<file path="src/rtl/fetch_redirect_unit.sv">
// Fetch-stage PC sequencer: owns the PC, runs the instruction-memory read
// handshake, fills the IF/ID latch and squashes fetches on a redirect.
//
// state  | meaning
// -------+-------------------------------------------------------------
// FETCH  | read outstanding at pc; a response is latched or skid-buffered
// SQUASH | redirected while a read is in flight; drop its word, then jump
// HOLD   | decode stalled with a fetched word parked in the skid buffer
module fetch_redirect_unit #(
    parameter logic [15:0] RESET_PC = 16'h0000,
    parameter logic [15:0] NOP_WORD = 16'h0000
) (
    input  logic        clk,
    input  logic        reset,
    input  logic        redirect_valid,
    input  logic [1:0]  redirect_sel,
    input  logic [15:0] br_target,
    input  logic [15:0] trap_target,
    input  logic [15:0] jmp_target,
    input  logic        stall,
    output logic        imem_read,
    output logic [15:0] imem_address,
    input  logic        imem_resp,
    input  logic [15:0] imem_rdata,
    output logic        if_valid,
    output logic [15:0] if_ir,
    output logic [15:0] if_pc
);

    typedef enum logic [1:0] {
        ST_FETCH  = 2'd0,
        ST_SQUASH = 2'd1,
        ST_HOLD   = 2'd2
    } state_e;

    state_e      state_q, state_d;
    logic [15:0] pc_q, pc_d;
    logic [15:0] pending_q, pending_d;
    logic [15:0] buf_ir_q, buf_ir_d;
    logic [15:0] buf_pc_q, buf_pc_d;
    logic        if_valid_q, if_valid_d;
    logic [15:0] if_ir_q, if_ir_d;
    logic [15:0] if_pc_q, if_pc_d;

    logic        redirect_eff;
    logic [15:0] redirect_raw;
    logic [15:0] redirect_tgt;
    logic [15:0] pc_inc;
    logic        resp_ok;

    // Target select; sel 00 never produces an effective redirect.
    always_comb begin
        redirect_raw = 16'h0000;
        case (redirect_sel)
            2'b01:   redirect_raw = br_target;
            2'b10:   redirect_raw = trap_target;
            2'b11:   redirect_raw = jmp_target;
            default: redirect_raw = 16'h0000;
        endcase
    end

    // Instructions are halfword aligned, so bit 0 of any target is dropped.
    assign redirect_tgt = {redirect_raw[15:1], 1'b0};
    assign redirect_eff = redirect_valid & (redirect_sel != 2'b00);
    assign pc_inc       = pc_q + 16'd2;

    // Reset gates the request combinationally so memory sees it drop at once.
    assign imem_read    = ~reset & (state_q != ST_HOLD);
    assign imem_address = pc_q;
    assign resp_ok      = imem_resp & imem_read;

    assign if_valid = if_valid_q;
    assign if_ir    = if_ir_q;
    assign if_pc    = if_pc_q;

    // Next-state, PC, skid buffer and IF/ID latch update.
    always_comb begin
        state_d    = state_q;
        pc_d       = pc_q;
        pending_d  = pending_q;
        buf_ir_d   = buf_ir_q;
        buf_pc_d   = buf_pc_q;
        if_valid_d = if_valid_q;
        if_ir_d    = if_ir_q;
        if_pc_d    = if_pc_q;

        // Decode consumed the latch: a bubble unless something new lands.
        if (!stall) begin
            if_valid_d = 1'b0;
            if_ir_d    = NOP_WORD;
            if_pc_d    = 16'h0000;
        end

        case (state_q)
            ST_FETCH: begin
                if (redirect_eff) begin
                    if (resp_ok) begin
                        pc_d = redirect_tgt;
                    end else begin
                        pending_d = redirect_tgt;
                        state_d   = ST_SQUASH;
                    end
                end else if (resp_ok) begin
                    pc_d = pc_inc;
                    if (stall) begin
                        buf_ir_d = imem_rdata;
                        buf_pc_d = pc_inc;
                        state_d  = ST_HOLD;
                    end else begin
                        if_valid_d = 1'b1;
                        if_ir_d    = imem_rdata;
                        if_pc_d    = pc_inc;
                    end
                end
            end
            ST_SQUASH: begin
                if (resp_ok) begin
                    pc_d    = redirect_eff ? redirect_tgt : pending_q;
                    state_d = ST_FETCH;
                end else if (redirect_eff) begin
                    pending_d = redirect_tgt;
                end
            end
            ST_HOLD: begin
                if (redirect_eff) begin
                    pc_d    = redirect_tgt;
                    state_d = ST_FETCH;
                end else if (!stall) begin
                    if_valid_d = 1'b1;
                    if_ir_d    = buf_ir_q;
                    if_pc_d    = buf_pc_q;
                    state_d    = ST_FETCH;
                end
            end
            default: begin
                state_d = ST_FETCH;
            end
        endcase

        // A redirect kills whatever would have been presented to decode.
        if (redirect_eff) begin
            if_valid_d = 1'b0;
            if_ir_d    = NOP_WORD;
            if_pc_d    = 16'h0000;
        end
    end

    // State registers with asynchronous reset.
    always_ff @(posedge clk or posedge reset) begin
        if (reset) begin
            state_q    <= ST_FETCH;
            pc_q       <= RESET_PC;
            pending_q  <= 16'h0000;
            buf_ir_q   <= 16'h0000;
            buf_pc_q   <= 16'h0000;
            if_valid_q <= 1'b0;
            if_ir_q    <= NOP_WORD;
            if_pc_q    <= 16'h0000;
        end else begin
            state_q    <= state_d;
            pc_q       <= pc_d;
            pending_q  <= pending_d;
            buf_ir_q   <= buf_ir_d;
            buf_pc_q   <= buf_pc_d;
            if_valid_q <= if_valid_d;
            if_ir_q    <= if_ir_d;
            if_pc_q    <= if_pc_d;
        end
    end

endmodule

</file>
<file path="config.mk">
export PLATFORM = sky130hd
export DESIGN_NAME = fetch_redirect_unit
export DESIGN_NICKNAME = d
export VERILOG_FILES = /design/src/rtl/fetch_redirect_unit.sv
export SDC_FILE = /design/constraint.sdc
export NUM_CORES = 1
export LEC_CHECK = 0
export ABC_AREA = 1
export CAP_MARGIN = 5
export CORE_ASPECT_RATIO = 0.5
export CORE_UTILIZATION = 25
export CTS_BUF_LIST = sky130_fd_sc_hd__clkbuf_8
export DETAILED_ROUTE_END_ITERATION = 7
export HOLD_SLACK_MARGIN = 0.02
export REMOVE_ABC_BUFFERS = 1
export SETUP_SLACK_MARGIN = 0.02
export SYNTH_ARGS = -nofsm -noshare
export SYNTH_HDL_FRONTEND = slang
export SYNTH_SLANG_ARGS = --single-unit
</file>
<file path="constraint.sdc">
create_clock -name clk -period 4.45 [get_ports clk]
set_input_delay 0.89 -clock clk [delete_from_list [all_inputs] [get_ports clk]]
set_output_delay 0.89 -clock clk [all_outputs]
set_load 0.03 [all_outputs]
</file>
After elaboration in Yosys (flattened, before gate mapping)
Cells that the tools add are included.
Cells by class
  add/subtract/negate cells: 1
  equality and inequality tests: 16
  mux-type cells: 37
  bitwise logic cells: 5
  reduce and logical (&&, ||, !) cells: 8
Operators by type and width (number)
  $mux W16: 19
  $pmux W16 S2: 3
  $pmux W16 S3: 2
  $add A16 B2 Y16 const B: 1
  $mux W2: 7
  $ne A2 B2 Y1 const B: 7
  $ne A3 B3 Y1 const B: 4
  $reduce_and A4 Y1: 3
  $eq A2 B2 Y1 const B: 3
  $pmux W2 S3: 1
  $reduce_and A5 Y1: 1
  $eq A2 B1 Y1 const B: 2
  $mux W1: 4
  $reduce_bool A2 Y1: 2
  $and A1 B1 Y1: 3
  $reduce_bool A3 Y1: 1
  $logic_not A2 Y1: 1
  $not A1 Y1: 2
  $pmux W1 S2: 1
Word-level totals
  register bits: 99
  input port bits: 71
  output and inout bits: 50
  word-level logic and storage cells: 75

Longest topological paths before layout
Gate-level depths: netlist of run 1.
  word-level depth: 6
  depth in mapped cells: 12
  depth with buffers taken out: 11

Worst setup path before layout of run 1
OpenSTA, ideal clock, no wires.
  kind: input-to-reg
  start: in reset
  end: reg buf_pc_q[10]
  setup time: 0.066 ns
  data arrival time: 2.247 ns
  data required time: 4.384 ns
  slack: 2.137 ns
  stages on the path: 9
  buffers on the path: 2
  path through: nor2_1 nand2_1 nor2_1 nand2_4 inv_2 buf_6 buf_6 nand3_1 nand2_1
Between the ends
  longest elaborated chain between the ends: 4
RTL lines
  start: declaration: line 14  | input logic reset,
  $not A1 Y1: line 68  | assign imem_read = ~reset & (state_q != ST_HOLD);
  $and A1 B1 Y1: line 68
  $and A1 B1 Y1: line 70  | assign resp_ok = imem_resp & imem_read;
  $reduce_and A4 Y1 (no line)
  end signal: assignment: line 164  | buf_pc_q <= buf_pc_d;
  end: declaration: line 40  | logic [15:0] buf_pc_q, buf_pc_d;
No other way between the ends.
A chain may end at the register's enable or synchronous reset.

Worst setup path after layout of run 1
  start: reg state_q[0]
  end: out imem_read
Between the ends
  longest elaborated chain between the ends: 2
RTL lines
  start: declaration: line 36  | state_e state_q, state_d;
  start signal: assignment: line 160  | state_q <= state_d;
  $ne A2 B2 Y1: line 68
  $and A1 B1 Y1: line 68
  end: declaration: line 21  | output logic imem_read,
No other way between the ends.

==> summary.md, run 1 <==
| Metric | Value |
|---|---|
| Setup TNS | 0 ns |
| Largest net degree at the start of global routing | 71 |
| GRT Overall Usage | 15.0% |
| DRC | 0 |
| CTS clk-pin slew, worst paths | 0.12 ns |
| Total CTS buffers | 9 |
| Worst EP required | 3.56 ns |
| Mapped cell area | 5680 um^2 |
| Antenna diode count | 0 |
| R2R Setup Slk | 1.58 ns |
| Clock skew | 0.0200 ns |
| Synth top area cells | dfrtp_1 (44%), nand2_1 (23%), nand3_1 (7.1%) |
| Clock buffer depth | 2 |
| RSZ-0062 raised after global routing | no |
| Synthesized area per cell | 7.11 um^2 |
| Grt met2 use | 26.0% |
| Setup Buffers After CTS | 0 |
| Initial antenna violation count | 0 |
| Synth unique cells | 31 |
| CP Max Fanout | 21 |
| Area delta synth->final | 27.6% |
| Final Cycle Share | 75.9% |
| Die W | 215 um |
| Fmax achieved | 0.296 GHz |
| Pwr Density | 523 nW/um^2 |
| CP Capture Type | output pin |
| Max rail drop VDD | 0.262 mV |
| Initial core utilization | 25.9% |
| Worst setup SP type | flip-flop |
| Worst-Margin Slew | 0.899 ns |
| Max Slew Vio Count | 0 |
| First-pass GRT wire length | 28,100 um |
| Post-synthesis register bit count | 99 |
| Port Buffers | 117 |
| ANT nets after route | 0 |
| Total Power | 3.79 mW |
| Vias | 5,544 |
| Status | complete, no violations |
| Layout filler cell count | 2,344 |
| Min-delay worst type | flip-flop to flip-flop |
| Relative slew slack | 40.1% |
| GR Layer Usage met3 | 2.05% |
| Clock period minus worst slack | 3.38 ns |
| DRT iter0 DRCs | 415 |
| Yosys top cell area share | 43.6% |
| Total die area | 23,400 um^2 |
| Gr busiest metal | met2 |
| Die span in y | 109 um |
| CTS tree | done |
| Synth Warn # | 0 |
| Crit-path slowest cell | ha_1 |
| Clock Sinks | 99 |
| Register area share after synthesis | 43.6% |
| CP bufs+invs | 2 |
| Detailed placement HPWL | 12,000 um |
| CTS resizes | 0 |
| Final net count | 965 |
| Final Hold Fails | 0 |
| Number of global-route vias before repair | 5,333 |
| Placement Setup Slack | 1.01 ns |
| Grt total ovfl | 0 |
| Final setup violation count | 0 |
| Number of synthesized flops with an enable pin | 0 |
| Leak | 3.31 nW |
| Worst path top cell family by delay | buffers and inverters |
| CTS root buf | clkbuf_8 |
| I/O Pins | 121 |
| Wire per inst | 14.5 um |
| Routed vias/inst | 4.64 |
| Min Hold Slack | 0.486 ns |
| Clock insertion delay at the later pin of the skew report | 0.38 ns |
| Post-synth top area cell | dfrtp_1 |
| Worst Setup Path Type | flip-flop to output pin |
| Final worst slack | 1.07 ns |
| GRT met1 Usage | 19.9% |
| Hold Buf Count CTS | 0 |
| Crit path DAT | 2.49 ns |
| Crit-path cells | inv_1, ha_1, nor2_1, clkdlybuf4s50_1 |
| Rows | 38 |
| Syn Inst Count | 799 |
| H-tree depth | 3 |
| Max Cap Viol | 0 |
| Top-count cell post-synth | nand2_1 |
| Total Routed Length | 17,300 um |
| CP max stage delay | 0.76 ns |
| Most frequent cells after synthesis | nand2_1 (353), dfrtp_1 (99), nand3_1 (80) |
| TritonRoute pass-1 iters | 5 |
| Post-synth ARST share | 100% |
| Placer congestion estimate | 0.848 |
| Share of layout cells above drive strength 1 | 5.81% |
| Main synth FF type | dfrtp_1 |
| Core ar. | 22,000 um^2 |
## power breakdown
group          internal, mW  switching [mW]  total (mW)
combinational         0.640            1.16        1.80
clock                 0.213           0.355       0.568
sequential             1.21           0.219        1.43
## worst paths after layout
| check | from | end | depth (start not counted) |
|---|---|---|---|
| worst max-delay path | state_q[0] | imem_read | 4 |
| worst min-delay path | buf_ir_q[8] | buf_ir_q[8] | 2 |
| worst max register to register | state_q[0] | buf_pc_q[12] | 9 |
| worst min register to register | buf_ir_q[8] | buf_ir_q[8] | 2 |
| max in group asynchronous | reset | imem_address[13] | 3 |
| min in group asynchronous | reset | state_q[0] | 2 |
## registers in the layout, summed over array words and instances (netlist names)
| signal | cells |
|---|---|
| state_q | 2 |
| if_valid | 1 |
| buf_ir_q | 16 |
| imem_address | 16 |
| if_ir | 16 |
| buf_pc_q | 16 |
| pending_q | 16 |
| if_pc | 16 |
## area by class of cell
cell class / count / area, um^2 / area share [%]
multi-input combinational: 609 / 2790 / 38.4
sequential: 99 / 2480 / 34.2
timing repair buffer: 124 / 1240 / 17.2
tap: 300 / 375 / 5.18
inverter: 47 / 179 / 2.47
clock buffer: 9 / 124 / 1.71
clock inverter: 7 / 61.3 / 0.846
## stage by stage
stage          util, %  std cells  instance area [um^2]
6_report          33.0       1195                  7250
5_1_grt           33.0       1195                  7250
4_1_cts           32.9       1194                  7220
3_5_place_dp      32.0       1178                  7030
3_3_place_gp      32.0       1178                  7030
2_1_floorplan        -        755                  5440
## layer usage
layer  up-vias  share of wire, %
li1       2773                 -
met1      2623                47
met2       130                48
met3        18               3.9
met4         0               1.4
met5         -                 0
## placed cells by master (no fill, tap or decap), types with 6 or more instances in the layout
cell / instances
a21oi_1: 31
a31oi_1: 36
buf_4: 6
clkbuf_8: 9
clkdlybuf4s50_1: 117
dfrtp_1: 99
inv_1: 41
nand2_1: 353
nand3_1: 80
nand3_2: 8
nor2_1: 34
o21ai_0: 29
## tightest hold or removal path: cells and delay by family, from the launching register on
kind	cells	cell delay [ns]
flip-flops	1	0.35
AND/OR/NAND/NOR	2	0.11
## cell families (layout without fill, tap and decap cells)
| logic type | Yosys count | in the layout | share of synthesized area [%] |
|---|---|---|---|
| DFF | 99 | 99 | 43.6 |
| buffers and inverters | 91 | 187 | 7.40 |
| xor gates and xnor gates | 3 | 3 | 0.463 |
| AOI/OAI and AO/OA | 106 | 106 | 10.7 |
| adders and majority gates | 4 | 4 | 0.881 |
| and+or+nand+nor | 496 | 496 | 36.9 |
Power figures use the tool's default switching activity.
==> run 2: changes to the inputs <==
==> constraint.sdc (replaced) <==
create_clock -name clk -period 3.21 [get_ports clk]
set_input_delay 0.642 -clock clk [delete_from_list [all_inputs] [get_ports clk]]
set_output_delay 0.642 -clock clk [all_outputs]
set_load 0.03 [all_outputs]
==> run 2 against run 1 <==
Compared with the run above:
- power grew 43%
- core utilization grew 0.44 points
- wire length grew 1.1%
- final area grew 1.3%
- flip-flop and latch count is the same
- non-clock buffer count grew 10
- sequential share of layout area shrank 0.45 points
- die area is the same
- combinational power grew 39%
- critical path type is now primary input to output pin
- sequential power grew 39%
==> summary.md, run 2 (synthesized netlist as in run 1, its figures left out) <==
| Metric | Value |
|---|---|
| Die span in y | 109 um (unchanged) |
| H-tree depth | 3 (unchanged) |
| Die W | 215 um (unchanged) |
| Clock Sinks | 99 (unchanged) |
| Worst-Margin Slew | 0.751 ns (-0.148 ns) |
| Gate power share | 46.4% (-1.0 points) |
| Min Hold Slack | 0.487 ns (+0.00128 ns) |
| Worst path top cell family by delay | buffers and inverters |
| Wire per inst | 14.6 um (+0.39%) |
| Vias | 5,608 (+1.2%) |
| GRT Overall Usage | 15.2% (+0.14 points) |
| Total die area | 23,400 um^2 (unchanged) |
| Clk pwr share | 16.9% (+1.9 points) |
| Clock insertion delay at the later pin of the skew report | 0.38 ns (about the same) |
| Relative slew slack | 49.9% (+9.8 points) |
| CP max stage delay | 0.69 ns (-0.07 ns) |
| Share of layout cells above drive strength 1 | 6.75% (+0.94 points) |
| Setup Buffers After CTS | 0 (unchanged) |
| Crit-path slowest cell | clkdlybuf4s50_1 |
| CP Capture Type | output pin |
| Worst setup SP type | primary input |
| Antenna diode count | 0 (unchanged) |
| Number of global-route vias before repair | 5,338 (+0.094%) |
| Finished Cell Area | 7340 um^2 (+1.3%) |
| Worst Setup Path Type | primary input to output pin |
| Final worst slack | 0.634 ns (-0.439 ns) |
| Area delta synth->final | 29.3% |
| R2R Setup Slk | 0.87 ns (-0.71 ns) |
| Clock period minus worst slack | 2.58 ns |
| CP bufs+invs | 2 (unchanged) |
| Commonest non-fill, non-tap cell in the layout | nand2_1 |
| Leak | 3.38 nW (+2.1%) |
| Initial core utilization | 25.9% (unchanged) |
| Final net count | 975 (+1.0%) |
| DP Cell Count | 1,189 (+0.93%) |
| Post-layout util | 33.4% (+0.44 points) |
| First-pass GRT wire length | 28,100 um (about the same) |
| Grt total ovfl | 0 (unchanged) |
| Crit path DAT | 1.93 ns (-0.56 ns) |
| Routed vias/inst | 4.66 (+0.40%) |
| CTS resizes | 0 (unchanged) |
| Max Cap Viol | 0 (unchanged) |
| DP Area | 7130 um^2 (+1.4%) |
| Flop pwr share | 36.8% (-0.8 points) |
| Placement Setup Slack | 0.403 ns (-0.608 ns) |
| Largest net degree at the start of global routing | 53 (-25%) |
| Fmax achieved | 0.388 GHz |
| CP Max Fanout | 2 (-90%) |
| Pwr Density | 737 nW/um^2 (+41%) |
| DRC | 0 (unchanged) |
| Status | complete, no violations |
| DRT iter0 DRCs | 391 (-5.8%) |
| Rows | 38 (unchanged) |
| Total CTS buffers | 9 (unchanged) |
| Placer congestion estimate | 0.846 (-0.21%) |
| Initial antenna violation count | 0 (unchanged) |
| Core ar. | 22,000 um^2 (unchanged) |
| Commonest non-fill, non-tap cells in the layout | nand2_1 (353), clkdlybuf4s50_1 (117), dfrtp_1 (99) |
| Clock skew | 0.0190 ns (-0.00101 ns) |
| Most common cell on crit path | clkdlybuf4s50_1 |
| Min-delay worst type | flip-flop to flip-flop |
| Port Buffers | 117 (unchanged) |
| Switching Fraction | 43.9% (-1.8 points) |
| Worst EP required | 2.57 ns (-0.99 ns) |
| Final Cycle Share | 80.3% |
| TritonRoute pass-1 iters | 6 (+1) |
| Post-Layout Cell Count | 1,204 (+0.75%) |
| Clock buffer depth | 2 (unchanged) |
| Final Hold Fails | 0 (unchanged) |
| RSZ-0062 raised after global routing | no |
| CTS root buf | clkbuf_8 |
| Sw Pwr | 2.37 mW (+37%) |
| Hold Buf Count CTS | 0 (unchanged) |
| CTS clk-pin slew, worst paths | 0.09 ns (-0.03 ns) |
| Max Slew Vio Count | 0 (unchanged) |
| Total Routed Length | 17,500 um (+1.1%) |
| Cell Int Power | 3.04 mW (+47%) |
| Final setup violation count | 0 (unchanged) |
| Crit-path cells | clkdlybuf4s50_1, nor2_1, clkdlybuf4s50_1 |
| CTS tree | done |
| I/O Pins | 121 (unchanged) |
| ANT nets after route | 0 (unchanged) |
| Detailed placement HPWL | 12,200 um (+1.8%) |
| Max rail drop VDD | 0.285 mV (+8.9%) |
## run 2: worst reg2reg max path: stages (launching register included)
cell and delay [ns]:
dfrtp_1 0.39, inv_1 0.14, ha_1 0.19, buf_4 0.27
inv_1 0.13, nor2_2 0.47, inv_1 0.30, o21ai_0 0.23
nand3_1 0.09, nand2_1 0.08
## run 2: per-stage QoR
stage                     setup TNS, ns  total power [mW]
after CTS                             0              5.45
after global routing                  0              5.84
final                                 0              5.41
after floorplan                   -2.22              3.56
after global placement                0              4.47
after detailed placement              0              4.52
## run 2: final cells by class
cell class	instances	area (um^2)
fillers	2314	14600
multi-input cells	609	2790
flip-flops and latches	99	2480
repair buffers	134	1310
well taps	300	375
inverters	47	179
clock buffers	10	138
clock inverters	5	77.6
## run 2: final timing paths
check	from	endpoint	cells past startpoint
max	reset	imem_read	3
min	buf_ir_q[1]	buf_ir_q[1]	2
max reg2reg	state_q[0]	if_pc[14]	9
min reg2reg	buf_ir_q[1]	buf_ir_q[1]	2
max in group asynchronous	reset	imem_address[6]	3
min in group asynchronous	reset	imem_address[0]	2
## run 2: power by group through the flow
stage | logic, mW | clock network (mW) | registers, mW
6_report | 2.51 | 0.913 | 1.99
5_1_grt | 2.81 | 0.989 | 2.04
4_1_cts | 2.52 | 0.945 | 1.99
3_5_place_dp | 2.51 | 0 | 2.01
3_3_place_gp | 2.47 | 0 | 2.00
2_1_floorplan | 1.38 | 0 | 2.19
## run 2: per-layer routing
metal | up-vias | share of wire [%] | GRT usage (%)
met2 | 153 | 48 | 26.1
met5 | - | 0 | 0
met3 | 13 | 4.6 | 2.28
li1 | 2785 | - | -
met1 | 2657 | 46 | 20.0
met4 | 0 | 1.2 | 4.15
==> run 3: changes to the inputs <==
==> constraint.sdc (replaced) <==
create_clock -name clk -period 2.2 [get_ports clk]
set_input_delay 0.44 -clock clk [delete_from_list [all_inputs] [get_ports clk]]
set_output_delay 0.44 -clock clk [all_outputs]
set_load 0.03 [all_outputs]
==> run 3 against run 2 <==
Compared with the run above:
- sequential power is 46% higher
- combinational power rose by 54%
- core utilization is 1.3 points higher
- clock skew shrank 0.0067 ns
- sequential share of layout area is 1.3 points lower
- register-to-register slack got worse by 0.66 ns
- final cell count grew 1.9%
- global-route usage shrank 0.063 points
- critical path type is now flip-flop to output pin
- largest cell class unchanged
- largest power group unchanged
- highest routed layer unchanged
==> summary.md, run 3 (synthesized netlist as in run 1, its figures left out) <==
| Metric | Value |
|---|---|
| Commonest non-fill, non-tap cells in the layout | nand2_1 (353), clkdlybuf4s50_1 (116), dfrtp_1 (99) |
| Setup Buffers After CTS | 0 (unchanged) |
| CTS resizes | 0 (unchanged) |
| Crit-path slowest cell | clkdlybuf4s50_1 |
| Share of layout cells above drive strength 1 | 9.17% (+2.4 points) |
| GR Layer Usage met3 | 1.88% (-0.39 points) |
| CTS clk-pin slew, worst paths | 0.11 ns (+0.02 ns) |
| Worst-Margin Slew | 0.432 ns (-0.319 ns) |
| Fmax achieved | 0.483 GHz |
| Post-layout util | 34.7% (+1.3 points) |
| Worst Setup Path Type | flip-flop to output pin |
| Total Routed Length | 17,300 um (-1.2%) |
| Routed vias/inst | 4.61 (-1.1%) |
| Placer congestion estimate | 0.841 (-0.63%) |
| H-tree depth | 3 (unchanged) |
| Wire per inst | 14.1 um (-3.1%) |
| Flop pwr share | 35.6% (-1.2 points) |
| Clock buffer depth | 2 (unchanged) |
| Clock insertion delay at the later pin of the skew report | 0.37 ns (about the same) |
| Port Buffers | 117 (unchanged) |
| Clock Sinks | 99 (unchanged) |
| Total die area | 23,400 um^2 (unchanged) |
| Crit-path cells | clkdlybuf4s50_1 |
| DP Area | 7390 um^2 (+3.7%) |
| Relative slew slack | 71.1% (+21 points) |
| Grt total ovfl | 0 (unchanged) |
| CTS root buf | clkbuf_8 |
| Max Slew Vio Count | 0 (unchanged) |
| Rows | 38 (unchanged) |
| Commonest non-fill, non-tap cell in the layout | nand2_1 |
| Die span in y | 109 um (unchanged) |
| Placement Setup Slack | -0.0330 ns (-0.436 ns) |
| Initial antenna violation count | 0 (unchanged) |
| Core ar. | 22,000 um^2 (unchanged) |
| Worst setup SP type | flip-flop |
| DRT iter0 DRCs | 356 (-9.0%) |
| Max rail drop VDD | 0.403 mV (+41%) |
| DRC | 0 (unchanged) |
| Final Hold Fails | 0 (unchanged) |
| Pwr Density | 1070 nW/um^2 (+45%) |
| Clock skew | 0.0123 ns (-0.00672 ns) |
| Cell Int Power | 4.65 mW (+53%) |
| Hold Buf Count CTS | 0 (unchanged) |
| Switching Fraction | 43.0% (-0.86 points) |
| GRT met1 Usage | 20.5% (+0.56 points) |
| CP Capture Type | output pin |
| I/O Pins | 121 (unchanged) |
| Total CTS buffers | 9 (unchanged) |
| Clock period minus worst slack | 2.07 ns |
| GRT Overall Usage | 15.1% (-0.063 points) |
| Number of global-route vias before repair | 5,364 (+0.49%) |
| CTS tree | done |
| Final setup violation count | 0 (unchanged) |
| CP max stage delay | 0.73 ns (+0.04 ns) |
| Area delta synth->final | 34.3% |
| Sw Pwr | 3.51 mW (+48%) |
| CP bufs+invs | 1 (-1) |
| Finished Cell Area | 7630 um^2 (+3.9%) |
| CP Max Fanout | 6 (+4) |
| RSZ-0062 raised after global routing | no |
| Max Cap Viol | 0 (unchanged) |
| Gr busiest metal | met2 |
| Worst EP required | 1.76 ns (-0.81 ns) |
| ANT nets after route | 0 (unchanged) |
| First-pass GRT wire length | 28,200 um (+0.27%) |
| Clk pwr share | 17.0% (about the same) |
| Vias | 5,651 (+0.77%) |
| Gate power share | 47.4% (+1.0 points) |
| Detailed placement HPWL | 12,600 um (+3.4%) |
| Die W | 215 um (unchanged) |
| Crit path DAT | 1.63 ns (-0.30 ns) |
| Status | complete, no violations |
| Grt met2 use | 25.7% (-0.39 points) |
| Antenna diode count | 0 (unchanged) |
| TritonRoute pass-1 iters | 6 (unchanged) |
| Final net count | 997 (+2.3%) |
| Leak | 3.52 nW (+4.2%) |
| Initial core utilization | 25.9% (unchanged) |
| Min-delay worst type | primary input to asynchronous set/reset pin |
| Final worst slack | 0.131 ns (-0.502 ns) |
| Final Cycle Share | 94.0% |
| Worst path top cell family by delay | buffers and inverters |
| Largest net degree at the start of global routing | 42 (-21%) |
[run 3: cell type report]
type	instances	area (um^2)
well taps	300	375
fillers	2317	14300
flip-flops and latches	99	2480
clock inverters	5	83.8
inverters	47	179
clock buffers	11	151
multi-input cells	609	2790
repair buffers	156	1570
[run 3: power groups by stage]
| stage | clock (mW) | sequential, mW | combinational [mW] |
|---|---|---|---|
| after detailed placement | 0 | 2.94 | 3.88 |
| final | 1.39 | 2.90 | 3.87 |
| after CTS | 1.43 | 2.91 | 3.89 |
| after floorplan | 0 | 3.19 | 2.01 |
| after global placement | 0 | 2.92 | 3.82 |
| after global routing | 1.50 | 3.00 | 4.32 |
[run 3: layer usage]
metal / wire length (um) / share of wire, %
met4: 228 / 1.3
met3: 633 / 3.7
met5: 0 / 0
met1: 8270 / 48
met2: 8190 / 47
[run 3: through the flow]
step / instances / hold WS, ns / TNS [ns] / total power, mW
floorplan: 755 / 0.449 / -115.79 / 5.20
global placement: 1211 / 0.461 / -0.0344 / 6.74
detailed placement: 1211 / 0.465 / -0.146 / 6.81
CTS: 1227 / 0.432 / 0 / 8.22
global route: 1227 / 0.437 / 0 / 8.81
finish: 1227 / 0.437 / 0 / 8.16
[run 3: worst paths after layout]
| check | startpoint | to | slack, ns | depth (start not counted) |
|---|---|---|---|---|
| worst min-delay path | reset | buf_pc_q[3] | 0.44 | 2 |
| worst min register to register | buf_ir_q[8] | buf_ir_q[8] | 0.49 | 2 |
| worst max-delay path | imem_address[6] | imem_address[6] | 0.13 | 1 |
| max in group asynchronous | reset | buf_ir_q[10] | 1.21 | 3 |
| min in group clk | buf_ir_q[8] | buf_ir_q[8] | 0.49 | 2 |
| worst max register to register | state_q[0] | imem_address[11] | 0.21 | 9 |
